## config.mk

```make
export PLATFORM = sky130hd
export DESIGN_NAME = arith_res_station
export DESIGN_NICKNAME = d
export VERILOG_FILES = /design/src/rtl/tomasula_types.sv /design/src/rtl/rs_prio_enc.sv /design/src/rtl/arith_res_station.sv
export SDC_FILE = /design/constraint.sdc
export NUM_CORES = 2
export LEC_CHECK = 0
export BUFFER_PORTS_ARGS = -buffer_cell sky130_fd_sc_hd__buf_2
export CAP_MARGIN = 20
export CORE_UTILIZATION = 55
export CTS_CLUSTER_DIAMETER = 30
export DETAILED_ROUTE_END_ITERATION = 12
export GPL_ROUTABILITY_DRIVEN = 0
export PLACE_DENSITY = 0.81
export SYNTH_ARGS = -nofsm -noshare
export SYNTH_HDL_FRONTEND = slang
export SYNTH_SLANG_ARGS = --single-unit
```

## constraint.sdc

```tcl
create_clock -name clk -period 19.9 [get_ports clk]
set_clock_uncertainty 0.15 [all_clocks]
set_input_delay 0.995 -clock clk [delete_from_list [all_inputs] [get_ports clk]]
set_output_delay 0.995 -clock clk [all_outputs]
set_load 0.02 [all_outputs]
```

## src/rtl/tomasula_types.sv

```systemverilog
// Shared Tomasulo types: op classes, reservation-station issue word and ALU dispatch word.
package tomasula_types;

    localparam int TAG_W = 3;

    typedef enum logic [2:0] {
        OP_ARITH  = 3'd0,
        OP_LUI    = 3'd1,
        OP_AUIPC  = 3'd2,
        OP_BRANCH = 3'd3,
        OP_JAL    = 3'd4,
        OP_JALR   = 3'd5,
        OP_LOAD   = 3'd6,
        OP_STORE  = 3'd7
    } op_t;

    typedef struct packed {
        logic [TAG_W-1:0] tag;
        logic [31:0]      data;
        logic             valid;
    } src_t;

    typedef struct packed {
        op_t              op;
        logic [2:0]       funct3;
        logic [6:0]       funct7;
        src_t             src1;
        src_t             src2;
        logic [TAG_W-1:0] rd_tag;
        logic [31:0]      pc;
    } res_word;

    typedef struct packed {
        op_t              op;
        logic [2:0]       funct3;
        logic [6:0]       funct7;
        logic [31:0]      src1_data;
        logic [31:0]      src2_data;
        logic [31:0]      pc;
        logic [TAG_W-1:0] tag;
    } alu_word;

    function automatic alu_word to_alu_word(input res_word w);
        alu_word a;
        a.op        = w.op;
        a.funct3    = w.funct3;
        a.funct7    = w.funct7;
        a.src1_data = w.src1.data;
        a.src2_data = w.src2.data;
        a.pc        = w.pc;
        a.tag       = w.rd_tag;
        return a;
    endfunction

endpackage

```

## src/rtl/rs_prio_enc.sv

```systemverilog
// Lowest-index-set-bit priority encoder; found=0 leaves index at zero.
module rs_prio_enc #(
    parameter int N = 4
) (
    input  logic [N-1:0]         req,
    output logic                 found,
    output logic [$clog2(N)-1:0] index
);

    always_comb begin
        found = 1'b0;
        index = '0;
        // Scan downward so the lowest set bit is the last one written.
        for (int i = N - 1; i >= 0; i--) begin
            if (req[i]) begin
                found = 1'b1;
                index = i[$clog2(N)-1:0];
            end
        end
    end

endmodule

```

## src/rtl/arith_res_station.sv

```systemverilog
// Arithmetic-class reservation station: holds issued ops, snoops the CDB for missing
// operands and hands the lowest-index ready entry to the ALU through a registered valid/ready port.
module arith_res_station
    import tomasula_types::*;
#(
    parameter int DEPTH = 4,
    parameter int TAG_W = tomasula_types::TAG_W
) (
    input  logic             clk,
    input  logic             rst,
    input  logic             flush,
    input  logic             issue_valid,
    output logic             issue_ready,
    input  res_word          issue_word,
    input  logic             cdb_valid,
    input  logic [TAG_W-1:0] cdb_tag,
    input  logic [31:0]      cdb_data,
    output logic             alu_valid,
    input  logic             alu_ready,
    output alu_word          alu_out
);

    localparam int IDX_W = $clog2(DEPTH);

    logic [DEPTH-1:0] busy;
    res_word          entry [DEPTH];
    logic [DEPTH-1:0] free_vec;
    logic [DEPTH-1:0] ready_vec;
    logic             free_found;
    logic             rdy_found;
    logic [IDX_W-1:0] free_idx;
    logic [IDX_W-1:0] rdy_idx;
    logic             load_en;
    logic             issue_fire;
    logic             dispatch;
    res_word          issue_byp;

    // One tag comparator per source: wakes a waiting operand with the broadcast value.
    function automatic src_t snoop(input src_t s, input logic v,
                                   input logic [TAG_W-1:0] t, input logic [31:0] d);
        src_t r;
        r = s;
        if (!s.valid && v && (s.tag == t)) begin
            r.valid = 1'b1;
            r.data  = d;
        end
        return r;
    endfunction

    always_comb begin
        for (int i = 0; i < DEPTH; i++) begin
            ready_vec[i] = busy[i] && entry[i].src1.valid && entry[i].src2.valid;
        end
    end

    assign free_vec = ~busy;

    rs_prio_enc #(.N(DEPTH)) u_free_enc (
        .req   (free_vec),
        .found (free_found),
        .index (free_idx)
    );

    rs_prio_enc #(.N(DEPTH)) u_ready_enc (
        .req   (ready_vec),
        .found (rdy_found),
        .index (rdy_idx)
    );

    // A slot freed by this cycle's dispatch only shows up as free next cycle.
    assign issue_ready = free_found;
    assign issue_fire  = issue_valid && issue_ready;
    assign load_en     = !alu_valid || alu_ready;
    assign dispatch    = load_en && rdy_found;

    // Catch a broadcast that lands in the same cycle the consumer is issued.
    always_comb begin
        issue_byp      = issue_word;
        issue_byp.src1 = snoop(issue_word.src1, cdb_valid, cdb_tag, cdb_data);
        issue_byp.src2 = snoop(issue_word.src2, cdb_valid, cdb_tag, cdb_data);
    end

    always_ff @(posedge clk or posedge rst) begin
        if (rst) begin
            busy      <= '0;
            alu_valid <= 1'b0;
            alu_out   <= '0;
            for (int i = 0; i < DEPTH; i++) begin
                entry[i] <= '0;
            end
        end else if (flush) begin
            busy      <= '0;
            alu_valid <= 1'b0;
            alu_out   <= '0;
        end else begin
            for (int i = 0; i < DEPTH; i++) begin
                if (busy[i]) begin
                    entry[i].src1 <= snoop(entry[i].src1, cdb_valid, cdb_tag, cdb_data);
                    entry[i].src2 <= snoop(entry[i].src2, cdb_valid, cdb_tag, cdb_data);
                end
            end
            // Issue targets a non-busy slot and dispatch a busy one, so they never collide.
            if (dispatch) begin
                busy[rdy_idx] <= 1'b0;
            end
            if (issue_fire) begin
                busy[free_idx]  <= 1'b1;
                entry[free_idx] <= issue_byp;
            end
            if (load_en) begin
                alu_valid <= rdy_found;
                if (rdy_found) begin
                    alu_out <= to_alu_word(entry[rdy_idx]);
                end
            end
        end
    end

endmodule
```

==> summary.md <==
| Metric | Value |
|---|---|
| Setup slack at placement | 15720 ps |
| Final-report hold violation count | 0 |
| Via count of the first global-routing pass | ~27000 |
| Final total negative setup slack | 0 ps |
| Count of hold buffers inserted by post-cts repair | 0 |
| Data required time at the worst endpoint | about 20000 ps |
| Hold path depth | 2 |
| Count of flip-flops with a built-in enable after synthesis | 0 |
| Post-DR vias/cell | around 7.0 |
| Core area | 51300 um^2 |
| Overall routing resource usage | 37.29% |
| Leakage power of the design | about 17 nW |
| Number of distinct standard cells referenced by the synthesized netlist | between 50 and 60 |
| TritonCTS clock tree | done |
| Predominant post-synthesis flop cell | dfrtp_1 |
| Outcome | completed |
| Kind of path behind the tightest hold check | flop to flop |
| Post-CTS setup buffer count | 0 |
| Routed WL per cell | roughly 27 um |
| Post-cts sizing count | 0 |
| Antenna viol nets, final | 0 |
| Buffers on Ports | 274 |
| Cell types with the largest area share after synthesis | dfrtp_1, a221o_1, nand2_1 |
| Count of H-tree levels built during CTS | 3 |
| Final #Nets | around 3100 |
| Global-route layer with the greatest usage | met2 |
| Met2 Use GR | 55.44% |
| Area of the die | between 50000 and 60000 um^2 |
| Worst reg2reg path depth | 5 |
| Post-synthesis register bit count | 597 |
| Total vias in the final route | between 20000 and 30000 |
| Maximum count of clock buffers along a single path | 3 |
| Least setup slack across all paths after layout | roughly 16000 ps |
| Number of DRC markers in iteration 0 | 3622 |
| Sequential cell area fraction in the yosys report | between 50 and 60% |
| Crit. End Element | flop |
| Yosys warning total | 0 |
| Starting density of the core | approximately 56% |
| Die Y | approximately 230 um |
| Finish-stage setup viols | 0 |
| Worst-path maximum fanout | 60 |
| Post-route fraction of the period consumed by the critical path | a little over a fifth |
| Slack of the worst reg-to-reg path | approximately 16000 ps |
| Row Count | slightly above 80 |
| Unrepaired setup endpoints after global routing | false |
| Aggregate routed wire length | roughly 99 mm |
| Number of antenna violations at the first check in global routing | 29 |
| Async SR Flop Fraction | 100.0% |
| Yosys top cell by area | dfrtp_1 |
| Horizontal die dimension | 229.7 um |
| DRC | 0 |
| Time the final worst path needs with I/O delays and setup | roughly 4300 ps |
| Number of sinks driven by the clock tree | approximately 600 |
| Most repeated cell in the gate-level netlist after synthesis | nand2_1 |
| Mapped Cells | 2818 |
| Clock-pin slew on the worst setup and hold paths | about 50 ps |
| Count of pins on the block boundary | 275 |
| Number of violations of the max-capacitance limit | 0 |
| Synth-to-Final Area Change | 20.35% |
| Worst-skew pair later-pin latency | around 680 ps |
| Number of clock buffers inserted by TritonCTS | between 100 and 150 |
| Post-detail-place hpwl | ~53 mm |
| Maximum number of pins on one net before global-route repair | 180 |
| Most instantiated cells after synthesis | nand2_1, dfrtp_1, clkbuf_1 |
| Headroom to the max-slew limit | 26.33% |
| Pin slew with the least headroom to its limit | approximately 1100 ps |
| Area of the mapped netlist | 28510 um^2 |
| Critical path arrival | 4760 ps |
| Area share of the largest cell type after synthesis | 52.39% |
| Global-route wire length before repair | around 150 mm |
| Syn Nets | about 3000 |
| CTS root buffer | clkbuf_16 |
| Fraction of final layout cells with drive strength greater than 1 | between 20% and 30% |
| Share of the core filled with cells | 66.89% |
| Mean Syn Cell Area | between 10 and 15 um^2 |
| Global Route met1 Usage | between 40% and 50% |
| Category of the critical setup timing path | flop to flop |
| Met3 Usage GRT | between 10% and 20% |
| Max Slew Vio Count | 0 |
| Power per standard cell area | ~120 nW/um^2 |
| Global route total overflow | 0 |
| Crit start category | flop |
| Highest Clock Rate | around 230 MHz |
| Drt pass-1 iters | 6 |
| Max VDD drop | ~76 uV |
-- metrics by stage --
step	cell area (um^2)	total power, W	hold WS [ps]	cells
after global routing	34300	0.004368	326.3	3720
after CTS	34210	0.004230	315.6	3710
final	34320	0.004240	311.2	3726
after detailed placement	29970	0.002138	304.3	3488
after floorplan	28510	0.001934	287.4	2818
after global placement	29970	0.002106	298.5	3488
-- kinds of logic after synthesis --
logic type             Yosys count  share of synthesized area (%)
AND/OR/NAND/NOR               1094                          19.16
AO/OA/AOI/OAI                  706                          22.03
flip-flops                     597                          52.39
buffers and inverters          390                          5.450
XOR/XNOR                        30                         0.9215
multiplexers                     1                        0.03949
-- final timing paths --
path,startpoint,endpoint
max,busy[1],alu_out[17]
min,entry[355],entry[355]
max reg2reg,busy[1],alu_out[17]
min reg2reg,entry[355],entry[355]
max in group asynchronous,rst,entry[29]
min in group asynchronous,rst,alu_out[47]
-- placed cells by master, fill, tap and decap left out, drive strengths merged, types with 8 or more instances in the layout --
cell	instances
dfrtp	597
o21a	56
a22o	109
nand4	63
and2	55
inv	73
a2bb2oi	10
o21ai	36
a31oi	52
and3	194
nand2	616
a311oi	9
xnor2	24
diode	13
o311ai	54
bufinv	18
clkinv	28
clkbuf	155
and4	59
nor2	8
or3	65
buf	320
o221a	63
o2bb2ai	58
a221o	238
clkinvlp	11
-- critical path, cell delays in order, from the launching register on --
cell,delay (ps)
dfrtp_1,560
nand3_4,720
nand2_4,1000
o21a_4,730
buf_4,780
a221o_1,280
-- cell type report --
class / count / area (um^2)
fill: 3752 / 16990
tap: 680 / 850.8
clock buffer: 155 / 3356
inverter: 63 / 244.0
sequential: 597 / 14950
multi-input combinational: 1831 / 12220
antenna: 13 / 32.53
clock inverter: 67 / 880.8
timing repair buffer: 320 / 1782
-- per-layer routing --
metal  share of wire (%)  up-vias  routed length [um]
met5                0.22        -                 219
met4                 7.0       34                6989
met3                  12      494               12110
met2                  44     1997               44070
met1                  36    12840               35780
li1                    -    10730                   -
-- power by group --
group | total (W) | internal (W) | switching (W) | leakage (nW)
registers | 0.00157 | 0.00142 | 0.000142 | 7.76
clock network | 0.00209 | 0.00141 | 0.000679 | 2.06
logic | 0.000582 | 0.000241 | 0.000341 | 7.11
total | 0.00424 | 0.00308 | 0.00116 | 16.9
-- state kept, by name, indices dropped and copies added, names as in the netlist --
signal / count
alu_out: 112
alu_valid: 1
busy: 4
entry: 480
Note: power is estimated with default switching activity, not from simulation.
